`src/rtl/mac_dot_acc_pipe.sv`:
```
// N-lane dot-product MAC with a registered multiply/adder-tree pipeline,
// optional group accumulation with saturation, and valid/ready flow control.
module mac_dot_acc_pipe #(
    parameter int unsigned NUM_LANES    = 4,
    parameter int unsigned DATA_WIDTH   = 8,
    parameter int unsigned A_SIGNED     = 1,
    parameter int unsigned B_SIGNED     = 1,
    parameter int unsigned RESULT_WIDTH = 32,
    parameter int unsigned ACCUM_EN     = 1,
    parameter int unsigned SATURATE     = 0
) (
    input  logic                              clock,
    input  logic                              resetn,
    input  logic                              ivalid,
    output logic                              oready,
    input  logic [NUM_LANES*DATA_WIDTH-1:0]   dataa,
    input  logic [NUM_LANES*DATA_WIDTH-1:0]   datab,
    input  logic                              ifirst,
    input  logic                              ilast,
    output logic                              ovalid,
    input  logic                              iready,
    output logic [RESULT_WIDTH-1:0]           result
);

    localparam int unsigned BUS_W  = NUM_LANES * DATA_WIDTH;
    localparam int unsigned PROD_W = 2 * DATA_WIDTH + 1;
    localparam int unsigned RW     = RESULT_WIDTH;

    // S1: operands and flags
    logic                     s1_valid_q;
    logic [BUS_W-1:0]         s1_a_q;
    logic [BUS_W-1:0]         s1_b_q;
    logic                     s1_first_q;
    logic                     s1_last_q;

    // S2: lane products
    logic                     s2_valid_q;
    logic signed [PROD_W-1:0] s2_prod_q [NUM_LANES];
    logic signed [PROD_W-1:0] s2_prod_d [NUM_LANES];
    logic                     s2_first_q;
    logic                     s2_last_q;

    // S3: reduced sum
    logic                     s3_valid_q;
    logic signed [RW-1:0]     s3_sum_q;
    logic signed [RW-1:0]     s3_sum_d;
    logic                     s3_first_q;
    logic                     s3_last_q;

    // S4: accumulator and output register
    logic signed [RW-1:0]     acc_q;
    logic signed [RW-1:0]     acc_d;
    logic [RW-1:0]            result_q;
    logic [RW-1:0]            result_d;
    logic                     ovalid_q;
    logic                     ovalid_d;

    logic signed [RW-1:0]     acc_base;
    logic signed [RW:0]       acc_wide;
    logic signed [RW-1:0]     acc_next;

    logic                     enable;

    // Whole pipeline advances in lockstep unless a held result is blocked
    assign enable = !ovalid_q || iready;
    assign oready = enable && !resetn;
    assign ovalid = ovalid_q;
    assign result = result_q;

    // Extend each lane per its signedness and multiply at full product width
    always_comb begin : lane_multiply
        logic signed [PROD_W-1:0] a_ext;
        logic signed [PROD_W-1:0] b_ext;
        logic [DATA_WIDTH-1:0]    lane_a;
        logic [DATA_WIDTH-1:0]    lane_b;
        a_ext  = '0;
        b_ext  = '0;
        lane_a = '0;
        lane_b = '0;
        for (int i = 0; i < int'(NUM_LANES); i++) begin
            lane_a = s1_a_q[i*DATA_WIDTH +: DATA_WIDTH];
            lane_b = s1_b_q[i*DATA_WIDTH +: DATA_WIDTH];
            a_ext  = (A_SIGNED != 0) ? PROD_W'($signed(lane_a)) : PROD_W'(lane_a);
            b_ext  = (B_SIGNED != 0) ? PROD_W'($signed(lane_b)) : PROD_W'(lane_b);
            s2_prod_d[i] = a_ext * b_ext;
        end
    end

    // Sign-extended reduction of lane products; synthesis balances it into a tree
    always_comb begin : adder_tree
        s3_sum_d = '0;
        for (int i = 0; i < int'(NUM_LANES); i++) begin
            s3_sum_d = s3_sum_d + RW'(s2_prod_q[i]);
        end
    end

    // Accumulate/emit decision for the beat arriving at S4
    always_comb begin : accumulate
        acc_base = s3_first_q ? '0 : acc_q;
        acc_wide = {acc_base[RW-1], acc_base} + {s3_sum_q[RW-1], s3_sum_q};
        acc_next = acc_wide[RW-1:0];
        if ((SATURATE != 0) && (acc_wide[RW] != acc_wide[RW-1])) begin
            acc_next = acc_wide[RW] ? {1'b1, {(RW-1){1'b0}}} : {1'b0, {(RW-1){1'b1}}};
        end

        acc_d    = acc_q;
        result_d = result_q;
        ovalid_d = ovalid_q;
        if (enable) begin
            ovalid_d = 1'b0;
            if (s3_valid_q) begin
                if (ACCUM_EN == 0) begin
                    result_d = s3_sum_q;
                    ovalid_d = 1'b1;
                end else if (s3_last_q) begin
                    result_d = acc_next;
                    ovalid_d = 1'b1;
                    acc_d    = '0;
                end else begin
                    acc_d    = acc_next;
                end
            end
        end
    end

    // Pipeline registers with synchronous active-high reset
    always_ff @(posedge clock) begin
        if (resetn) begin
            s1_valid_q <= 1'b0;
            s1_a_q     <= '0;
            s1_b_q     <= '0;
            s1_first_q <= 1'b0;
            s1_last_q  <= 1'b0;
            s2_valid_q <= 1'b0;
            for (int i = 0; i < int'(NUM_LANES); i++) begin
                s2_prod_q[i] <= '0;
            end
            s2_first_q <= 1'b0;
            s2_last_q  <= 1'b0;
            s3_valid_q <= 1'b0;
            s3_sum_q   <= '0;
            s3_first_q <= 1'b0;
            s3_last_q  <= 1'b0;
            acc_q      <= '0;
            result_q   <= '0;
            ovalid_q   <= 1'b0;
        end else begin
            if (enable) begin
                s1_valid_q <= ivalid;
                s1_a_q     <= dataa;
                s1_b_q     <= datab;
                s1_first_q <= ifirst;
                s1_last_q  <= ilast;
                s2_valid_q <= s1_valid_q;
                for (int i = 0; i < int'(NUM_LANES); i++) begin
                    s2_prod_q[i] <= s2_prod_d[i];
                end
                s2_first_q <= s1_first_q;
                s2_last_q  <= s1_last_q;
                s3_valid_q <= s2_valid_q;
                s3_sum_q   <= s3_sum_d;
                s3_first_q <= s2_first_q;
                s3_last_q  <= s2_last_q;
            end
            acc_q    <= acc_d;
            result_q <= result_d;
            ovalid_q <= ovalid_d;
        end
    end

endmodule

```
`config.mk`:
```
export PLATFORM = sky130hd
export DESIGN_NAME = mac_dot_acc_pipe
export DESIGN_NICKNAME = d
export VERILOG_FILES = /design/src/rtl/mac_dot_acc_pipe.sv
export SDC_FILE = /design/constraint.sdc
export NUM_CORES = 1
export LEC_CHECK = 0
export ABC_AREA = 1
export ABC_CLOCK_PERIOD_IN_PS = 4600
export CORE_MARGIN = 5
export CORE_UTILIZATION = 45
export CTS_BUF_LIST = sky130_fd_sc_hd__clkbuf_4 sky130_fd_sc_hd__clkbuf_8
export DETAILED_ROUTE_END_ITERATION = 8
export GPL_TIMING_DRIVEN = 0
export HOLD_SLACK_MARGIN = 0.03
export SLEW_MARGIN = 20
export SYNTH_ARGS = -nofsm -noshare
export SYNTH_HDL_FRONTEND = slang
export SYNTH_SLANG_ARGS = --single-unit
```
`constraint.sdc`:
```
create_clock -name clock -period 4.6 [get_ports clock]
set_clock_uncertainty 0.1 [all_clocks]
set_input_delay 0.92 -clock clock [delete_from_list [all_inputs] [get_ports clock]]
set_output_delay 0.92 -clock clock [all_outputs]
set_load 0.01 [all_outputs]
```
==> metrics.md, run 1 <==
| Metric | Value |
|---|---|
| Clock buffer count from CTS | `42` |
| Total length of routed met2 wires | `27500 um` |
| Highest signal layer in the routed design | `met4` |
| Count of final max-slew check failures | `0` |
| Most frequent cells in the layout | `inv_1, nand2_1, fa_1, nor2_1, ha_1` |
| Final core utilization | `50.9%` |
| DRC violation count after routing | `0` |
| Sequential share of the synthesized area | `23.1%` |
| Post-Syn Nets | `3430` |
| Routed length on met3 | `2920 um` |
| Io pins | `104` |
| Routability Congestion | `0.942` |
| Worst-case vdd ir drop | `203 uV` |
| Startpoint kind of the worst setup timing path | `register` |
| Critical Setup Path Class | `register to register` |
| Row count | `81` |
| Number of hold violations in the final report | `0` |
| Largest net degree at the start of global routing | `62` |
| Wire length of the first global-routing pass | `94200 um` |
| Via density per instance | `4.88` |
| Antenna cells | `0` |
| Maximum number of buffers from clock root to sink | `3` |
| Antenna violations before repair | `0` |
| Fill cell total of the finished layout | `4824` |
| Register clock-pin slew on the reported worst setup and hold paths | `0.06 ns` |
| Seq cells post-synth | `222` |
| Number of sinks handled by clock tree synthesis | `222` |
| Period utilisation layout | `95.8%` |
| Hold_buf cts | `0` |
| Max-cap violation count | `0` |
| TritonRoute pass-1 iters | `5` |
| Die width | `231 um` |
| Final min period | `4.41 ns` |
| Final #Nets | `3523` |
| Run status | `completed` |
| Vias in the first global route | `18.1k` |
| Path class of the lowest-slack min-delay path | `register to register` |
| Critical-path maximum fanout | `9` |
| Initial DRC count | `1027` |
| Slew HR | `42.4%` |
| Vias post-DR | `18.0k` |
| Leakage power summed over all cells | `0.0137 uW` |
| Number of H-tree branching levels | `2` |
| Post-Layout Cell Count | `3688` |
| Standard cell core area | `0.0486 mm2` |
| Starting density of the core | `45.3%` |
| Power per cell area | `318 mW/mm2` |
| R2R Setup Slk | `0.19 ns` |
| Footprint of the multi-input gates | `0.0137 mm2` |
| Setup-failing EPs final | `0` |
| Slew @ Worst Pin | `0.864 ns` |
| Number of warnings printed during yosys synthesis | `0` |
| Full die area | `0.0535 mm2` |
| Placed standard-cell area | `0.0239 mm2` |
| Placed Instances | `3666` |
| Routed metal-1 wire length | `25600 um` |
| Most common cell after layout, fill and taps aside | `inv_1` |
| Root Buffer | `clkbuf_8` |
| Total of buffers placed on input and output ports | `102` |
| GRT Overall Usage | `21.9%` |
| Synthesized area per cell | `7.49 um2` |
| Post-synthesis instance total | `2941` |
| Clock latency of the later-clocked register in the worst-skew pair | `0.62 ns` |
| Register area | `0.00514 mm2` |
| Share of layout cells above drive strength 1 | `6.23%` |
| Synth cell types | `43` |
| Layout area overhead | `12.3%` |
| Synth Cell Area | `0.0220 mm2` |
| Final global-route overflow total | `0` |
| Final TNS setup | `0 ns` |
| Req. time, crit path | `4.86 ns` |
| Kind of capture point of the worst setup path | `register` |
| Clock tree from TritonCTS | `built` |
| Final hold slack | `0.364 ns` |
| Hpwl dp | `46100 um` |
| Routed wire length per instance | `15.5 um` |
| Total length of routed wires | `57300 um` |
| Vertical extent of the die | `231 um` |
| Area of all placed cells without fillers | `0.0247 mm2` |
| Max Clk Rate | `0.227 GHz` |
| Number of nets still failing antenna checks after routing | `0` |
| Worst path arrival time | `4.66 ns` |
==> cells in the mapped netlist (all sizes together) <==
| library cell | number | area share, % |
|---|---|---|
| o21ai | 100 | 2.3 |
| a22o | 54 | 2.1 |
| a31o | 3 | 0.12 |
| o21a | 3 | 0.10 |
| buf | 27 | 0.60 |
| ha | 165 | 9.4 |
| a31oi | 4 | 0.11 |
| fa | 254 | 23 |
| edfxtp | 64 | 8.7 |
| o211ai | 4 | 0.14 |
| and3 | 1 | 0.028 |
| nand4 | 6 | 0.17 |
| dfxtp | 158 | 14 |
| o22ai | 6 | 0.17 |
| a21boi | 1 | 0.034 |
| a211oi | 1 | 0.034 |
| nor2 | 229 | 3.9 |
| a21o | 12 | 0.41 |
| clkbuf | 77 | 1.3 |
| xor2 | 19 | 0.76 |
| a21oi | 126 | 2.9 |
| xnor2 | 20 | 0.79 |
| o21bai | 6 | 0.20 |
| a22oi | 1 | 0.034 |
| and2 | 3 | 0.091 |
| o2111ai | 3 | 0.12 |
| nand2 | 700 | 12 |
| nor4 | 1 | 0.028 |
| nand3 | 91 | 2.1 |
| inv | 774 | 13 |
| nor3 | 18 | 0.43 |
| nor3b | 1 | 0.034 |
| or2 | 5 | 0.14 |
| nand3b | 3 | 0.10 |
| a221oi | 1 | 0.040 |
==> registers in the layout (all words and copies together), names as in the netlist, 20 cells and up <==
register	cells
acc_q	32
s2_prod_q	64
s3_sum_q	20
s1_b_q	32
result	32
s1_a_q	32
==> metrics by stage <==
| stage | total power (uW) | setup WS (ns) |
|---|---|---|
| 6_report | 7870 | 0.195 |
| 4_1_cts | 7910 | 0.00310 |
| 2_1_floorplan | 4840 | 0.230 |
| 5_1_grt | 8560 | -0.00941 |
| 3_5_place_dp | 5700 | -0.225 |
| 3_3_place_gp | 5650 | -0.220 |
==> worst paths after layout <==
check / start / to / cells past startpoint
setup / recovery: s1_b_q[17] / s2_prod_q[2][12] / 18
hold / removal: acc_q[28] / acc_q[28] / 2
setup reg to reg: s1_b_q[17] / s2_prod_q[2][12] / 18
hold reg to reg: acc_q[28] / acc_q[28] / 2
==> final cells by class <==
class                      count  area share (%)
multi-input combinational   1841            55.4
sequential                   222            20.8
inverter                     774            11.7
timing repair buffer         105            4.30
clock buffer                  66            3.29
tap                          622            3.15
buffer                        48           0.875
clock inverter                10           0.435
==> logic make-up after synthesis <==
group,count (synthesis),share of synthesized area (%)
XOR/XNOR,39,1.55
buffers and inverters,878,15.1
adder cells (fa/ha/maj),419,32.4
AO/OA/AOI/OAI,325,8.83
AND/OR/NAND/NOR,1058,19.0
flip-flops,222,23.1
==> where the power goes <==
| group | internal (uW) | leakage, uW | switching [uW] |
|---|---|---|---|
| Combinational | 1200 | 0.0112 | 2000 |
| Clock | 1240 | 0.000488 | 912 |
| Sequential | 2260 | 0.00207 | 253 |
| Total | 4700 | 0.0137 | 3170 |
==> routing by layer <==
layer | global-route usage [%] | vias to the layer above
li1 | - | 8973
met1 | 29.6 | 8552
met2 | 37.4 | 412
met3 | 2.71 | 68
met4 | 5.78 | 0
met5 | 0 | -
==> what timing repair did <==
item                       in CTS  in global routing
pin swaps                       0                  8
buffers inserted                0                  2
setup endpoints to repair      12                 22
resized for setup              12                 66
==> critical path, stage by stage (launching register included) <==
cell     delay (ns)
dfxtp_1        0.43
nand2_1        0.10
inv_1          0.05
fa_1           0.50
inv_1          0.05
fa_1           0.49
inv_1          0.05
fa_1           0.53
inv_1          0.05
fa_1           0.47
inv_1          0.04
ha_2           0.37
nand3_1        0.13
a21oi_2        0.17
nor2_1         0.05
nor2_1         0.16
o21ai_0        0.13
a21oi_1        0.20
nor2_2         0.08
Note: power is estimated with default switching activity, not from simulation.
==> run 2, diff against run 1 <==
--- a/config.mk
+++ b/config.mk
@@ -7,7 +7,7 @@
 export LEC_CHECK = 0
 export ABC_AREA = 1
 export ABC_CLOCK_PERIOD_IN_PS = 4600
-export CORE_MARGIN = 5
+export CORE_MARGIN = 3
 export CORE_UTILIZATION = 45
 export CTS_BUF_LIST = sky130_fd_sc_hd__clkbuf_4 sky130_fd_sc_hd__clkbuf_8
 export DETAILED_ROUTE_END_ITERATION = 8
==> metrics.md, run 2 (same netlist as run 1, synthesis figures left out) <==
| Metric | Value |
|---|---|
| Max-cap violation count | `0` |
| Routability Congestion | `0.910` |
| Vias post-DR | `18.0k` |
| Worst path arrival time | `4.65 ns` |
| Maximum single-stage delay on the critical path | `0.60 ns` |
| Slew @ Worst Pin | `1.15 ns` |
| Full die area | `0.0517 mm2` |
| Layout area overhead | `12.6%` |
| Number of hold violations in the final report | `0` |
| Flip-flop count of the largest register after layout | `64` |
| Hpwl dp | `46300 um` |
| Die width | `227 um` |
| Series of cell instances along the critical path | `nand2_2 -> inv_2 -> fa_2 -> inv_2 -> fa_1 -> inv_1 -> fa_1 -> inv_1 -> fa_1 -> inv_1 -> ha_4 -> inv_1 -> o21ai_0 -> a221oi_1 -> nand3_1 -> nor2_1 -> nor2_1` |
| Most common cell after layout, fill and taps aside | `inv_1` |
| Path class of the lowest-slack min-delay path | `register to register` |
| Number of nets still failing antenna checks after routing | `0` |
| Register containing the most flip-flops in the final layout | `s2_prod_q` |
| Worst-case vdd ir drop | `327 uV` |
| Worst setup timing slack at the placement stage | `-0.296 ns` |
| Wire length of the first global-routing pass | `94400 um` |
| Final core utilization | `51.6%` |
| Largest net degree at the start of global routing | `55` |
| Number of gates on the worst path with buffers counted | `17` |
| Run status | `completed` |
| Worst setup path startpoint | `s1_a_q[7]` |
| Total length of routed wires | `56900 um` |
| Share of layout cells above drive strength 1 | `6.51%` |
| TritonRoute pass-1 iters | `7` |
| Antenna cells | `0` |
| Terminus of the critical flop-to-flop path | `s2_prod_q[0][14]` |
| Root Buffer | `clkbuf_8` |
| Worst Reg-to-Reg Cells | `17` |
| Startpoint kind of the worst setup timing path | `register` |
| Period utilisation layout | `95.5%` |
| Leakage power summed over all cells | `0.0137 uW` |
| Placed standard-cell area | `0.0239 mm2` |
| Count of final max-slew check failures | `0` |
| Slew HR | `23.3%` |
| Cell type of the slowest stage on the worst timing path | `fa_2` |
| Clock latency of the later-clocked register in the worst-skew pair | `0.63 ns` |
| Final TNS setup | `0 ns` |
| Most frequent cell on the critical path | `inv_1` |
| Final setup slack of the worst path | `0.208 ns` |
| Vias in the first global route | `18.5k` |
| Standard cell core area | `0.0480 mm2` |
| Final #Nets | `3528` |
| DRC violation count after routing | `0` |
| Kind of capture point of the worst setup path | `register` |
| Vertical extent of the die | `227 um` |
| Most frequent cells in the layout | `inv_1, nand2_1, fa_1, nor2_1, ha_1` |
| Row count | `80` |
| Via density per instance | `4.89` |
| Initial DRC count | `941` |
| Register clock-pin slew on the reported worst setup and hold paths | `0.06 ns` |
| Setup-failing EPs final | `0` |
| Io pins | `104` |
| Maximum number of buffers from clock root to sink | `3` |
| Routed wire length per instance | `15.4 um` |
| Final min period | `4.39 ns` |
| Critical-path maximum fanout | `9` |
| Starting density of the core | `45.9%` |
| Power per cell area | `323 mW/mm2` |
| Final global-route overflow total | `0` |
| Max Clk Rate | `0.228 GHz` |
| Critical Setup Path Class | `register to register` |
| Antenna violations before repair | `2` |
| Clock buffer count from CTS | `43` |
| Clock tree from TritonCTS | `built` |
| Total of buffers placed on input and output ports | `102` |
| Number of H-tree branching levels | `2` |
| Number of sinks handled by clock tree synthesis | `222` |
| Worst flop-to-flop path startpoint | `s1_a_q[7]` |
| Family with the most delay on the worst path | `adder cells` |
| GRT Overall Usage | `23.1%` |
| Final hold slack | `0.365 ns` |
| R2R Setup Slk | `0.21 ns` |
| Last element of the critical path | `s2_prod_q[0][14]` |
| Area of all placed cells without fillers | `0.0248 mm2` |
| Req. time, crit path | `4.86 ns` |
| WP buf/inv | `6` |
| Fill cell total of the finished layout | `4695` |
## run 2: cell types whose count changed in the layout (fill, tap and decap cells not counted), sizes merged
cell,previous run,this run
buf,30,34
bufinv,2,5
clkbuf,87,86
clkinv,5,6
inv,776,775
## run 2: per-layer routing
metal	vias to the layer above	wire [um]	track usage, %
li1	8991	-	-
met1	8563	25400	30.6
met2	368	26700	39.1
met3	96	2860	3.58
met4	2	1930	6.96
met5	-	13	0
## run 2: worst register-to-register path, stage by stage, from the launching register on
cell      delay, ns
dfxtp_4        0.38
nand2_2        0.11
inv_2          0.06
fa_2           0.60
inv_2          0.07
fa_1           0.53
inv_1          0.05
fa_1           0.53
inv_1          0.06
fa_1           0.53
inv_1          0.07
ha_4           0.26
inv_1          0.05
o21ai_0        0.10
a221oi_1       0.32
nand3_1        0.15
nor2_1         0.11
nor2_1         0.05
## run 2: timing repair
| action | 4_1_cts | 5_1_grt |
|---|---|---|
| resized for setup | 17 | 67 |
| hold buffers | 0 | 0 |
| setup endpoints to repair | 13 | 22 |
| buffers inserted | 0 | 6 |
| pin swaps | 0 | 8 |
## run 2: cell type report
cell class	instances	area, um2	share of cell area, %
tap	615	769	3.10
multi-input combinational	1841	13700	55.1
clock buffer	65	782	3.15
buffer	48	214	0.862
inverter	774	2910	11.7
clock inverter	13	196	0.792
timing repair buffer	109	1090	4.41
sequential	222	5170	20.8
## run 2: worst min path at each step
| stage | from | to | slack [ns] | cells past startpoint |
|---|---|---|---|---|
| floorplan | s3_sum_q[7] | s3_sum_q[7] | 0.33 | 2 |
| global placement | acc_q[12] | acc_q[12] | 0.35 | 2 |
| detailed placement | acc_q[30] | acc_q[30] | 0.36 | 2 |
| CTS | acc_q[30] | acc_q[30] | 0.36 | 2 |
| global route | acc_q[12] | acc_q[12] | 0.38 | 2 |
| finish | acc_q[30] | acc_q[30] | 0.36 | 2 |
## run 2: where the power goes
part,internal [uW],switching (uW)
Combinational,1210,2000
Sequential,2260,251
Clock,1370,931
Total,4840,3180
## run 2: per-stage QoR
step                      cells  total power, uW
final                      3687             8020
after global placement     3658             5650
after detailed placement   3659             5710
after global routing       3687             8700
after CTS                  3709             8060
after floorplan            2941             4840
==> run 3, diff against run 2 <==
--- a/config.mk
+++ b/config.mk
@@ -6,7 +6,7 @@
 export NUM_CORES = 1
 export LEC_CHECK = 0
 export ABC_AREA = 1
-export ABC_CLOCK_PERIOD_IN_PS = 4600
+export ABC_CLOCK_PERIOD_IN_PS = 4800
 export CORE_MARGIN = 3
 export CORE_UTILIZATION = 45
 export CTS_BUF_LIST = sky130_fd_sc_hd__clkbuf_4 sky130_fd_sc_hd__clkbuf_8
==> constraint.sdc (replaced) <==
create_clock -name clock -period 4.8 [get_ports clock]
set_clock_uncertainty 0.1 [all_clocks]
set_input_delay 0.96 -clock clock [delete_from_list [all_inputs] [get_ports clock]]
set_output_delay 0.96 -clock clock [all_outputs]
set_load 0.01 [all_outputs]
==> metrics.md, run 3 (same netlist as run 1, synthesis figures left out) <==
| Metric | Value |
|---|---|
| Final setup slack of the worst path | `0.250 ns` |
| Wire length of the first global-routing pass | `94400 um` |
| Clock tree from TritonCTS | `built` |
| Count of final max-slew check failures | `0` |
| Worst-case vdd ir drop | `309 uV` |
| Critical-path maximum fanout | `9` |
| Most frequent cells in the layout | `inv_1, nand2_1, fa_1, nor2_1, ha_1` |
| Flip-flop count of the largest register after layout | `64` |
| Fill cell total of the finished layout | `4695` |
| Standard cell core area | `0.0480 mm2` |
| Slew HR | `24.7%` |
| Placed Instances | `3659` |
| Run status | `completed` |
| Layout area overhead | `12.3%` |
| Critical Setup Path Class | `register to register` |
| Root Buffer | `clkbuf_8` |
| Power per cell area | `310 mW/mm2` |
| Number of nets still failing antenna checks after routing | `0` |
| Routability Congestion | `0.910` |
| Area of all placed cells without fillers | `0.0247 mm2` |
| Vias post-DR | `18.1k` |
| Register containing the most flip-flops in the final layout | `s2_prod_q` |
| Kind of capture point of the worst setup path | `register` |
| Register clock-pin slew on the reported worst setup and hold paths | `0.06 ns` |
| Vias in the first global route | `18.5k` |
| Req. time, crit path | `5.10 ns` |
| Post-Layout Cell Count | `3697` |
| Io pins | `104` |
| Worst path arrival time | `4.85 ns` |
| Final global-route overflow total | `0` |
| Placed standard-cell area | `0.0239 mm2` |
| Unrepaired setup endpoints after global routing | `no` |
| Final #Nets | `3538` |
| Final min period | `4.55 ns` |
| Total of buffers placed on input and output ports | `102` |
| Max-cap violation count | `0` |
| Maximum number of buffers from clock root to sink | `3` |
| Full die area | `0.0517 mm2` |
| Setup repair bufs after CTS | `0` |
| Hpwl dp | `46300 um` |
| Largest net degree at the start of global routing | `55` |
| Startpoint kind of the worst setup timing path | `register` |
| Vertical extent of the die | `227 um` |
| Setup-failing EPs final | `0` |
| Clock latency of the later-clocked register in the worst-skew pair | `0.63 ns` |
| Path class of the lowest-slack min-delay path | `register to register` |
| Number of hold violations in the final report | `0` |
| Routed wire length per instance | `15.4 um` |
| Worst setup timing slack at the placement stage | `-0.0959 ns` |
| Max Clk Rate | `0.220 GHz` |
| GRT Overall Usage | `23.1%` |
| TritonRoute pass-1 iters | `5` |
| Row count | `80` |
| Via density per instance | `4.88` |
| Antenna violations before repair | `2` |
| Most common cell after layout, fill and taps aside | `inv_1` |
| Leakage power summed over all cells | `0.0137 uW` |
| Number of H-tree branching levels | `2` |
| Slew @ Worst Pin | `1.13 ns` |
| Total length of routed wires | `56900 um` |
| Clock buffer count from CTS | `43` |
| Initial DRC count | `1022` |
| Number of sinks handled by clock tree synthesis | `222` |
| Starting density of the core | `45.9%` |
| Final hold slack | `0.365 ns` |
| Period utilisation layout | `94.8%` |
| DRC violation count after routing | `0` |
| Hold_buf cts | `0` |
| Antenna cells | `0` |
| Share of layout cells above drive strength 1 | `5.06%` |
| Die width | `227 um` |
-- run 3: cell types whose count changed in the layout (fill, tap and decap cells not counted), sizes merged --
cell / change
clkbuf: +16
buf: -6
-- run 3: stage by stage --
stage	power, uW	util [%]	TNS (ns)
2_1_floorplan	4640	-	0
4_1_cts	7730	51.7	0
5_1_grt	8320	51.5	0
3_3_place_gp	5420	49.6	-0.0492
6_report	7670	51.5	0
3_5_place_dp	5480	49.7	-0.212
-- run 3: worst max-delay path, stage by stage, from the launching register on --
cell and delay, ns:
dfxtp_2 0.46, nand2_1 0.18, fa_1 0.74, inv_1 0.11
fa_1 0.53, inv_1 0.06, fa_1 0.49, inv_1 0.05
fa_1 0.45, ha_1 0.37, nand4_1 0.16, nor3_1 0.20
nor2_1 0.09, nand3_1 0.07, nand2_1 0.05, nor2_1 0.23
-- run 3: worst paths after layout --
check | start | to | slack [ns] | cells after the start
worst min register to register | acc_q[30] | acc_q[30] | 0.36 | 2
worst max register to register | s1_b_q[18] | s2_prod_q[2][15] | 0.25 | 15
worst min-delay path | acc_q[30] | acc_q[30] | 0.36 | 2
worst max-delay path | s1_b_q[18] | s2_prod_q[2][15] | 0.25 | 15
-- run 3: layout make-up --
type                       count  area (um2)  area share [%]
clock inverter                13         196           0.794
clock buffer                  65         782            3.16
inverter                     774        2910            11.7
timing repair buffer         103        1050            4.24
tap                          615         769            3.11
sequential                   222        5110            20.7
buffer                        64         277            1.12
multi-input combinational   1841       13600            55.2
-- run 3: per-layer routing --
layer | GRT usage [%] | vias up | part of all wire (%)
li1 | - | 9012 | -
met1 | 30.6 | 8568 | 45
met2 | 39.1 | 385 | 47
met3 | 3.57 | 92 | 4.8
met4 | 6.90 | 2 | 3.1
met5 | 0 | - | 0.023
-- run 3: power breakdown --
part / switching [uW] / internal (uW) / leakage [uW] / total (uW)
combinational: 1930 / 1150 / 0.0112 / 3080
sequential: 220 / 2160 / 0.00206 / 2380
clock: 891 / 1310 / 0.000520 / 2200
total: 3040 / 4630 / 0.0137 / 7670
-- run 3: timing repair --
action                     in CTS  in global routing
pin swaps                       0                  2
resized for setup               2                 30
setup endpoints to repair       5                 16
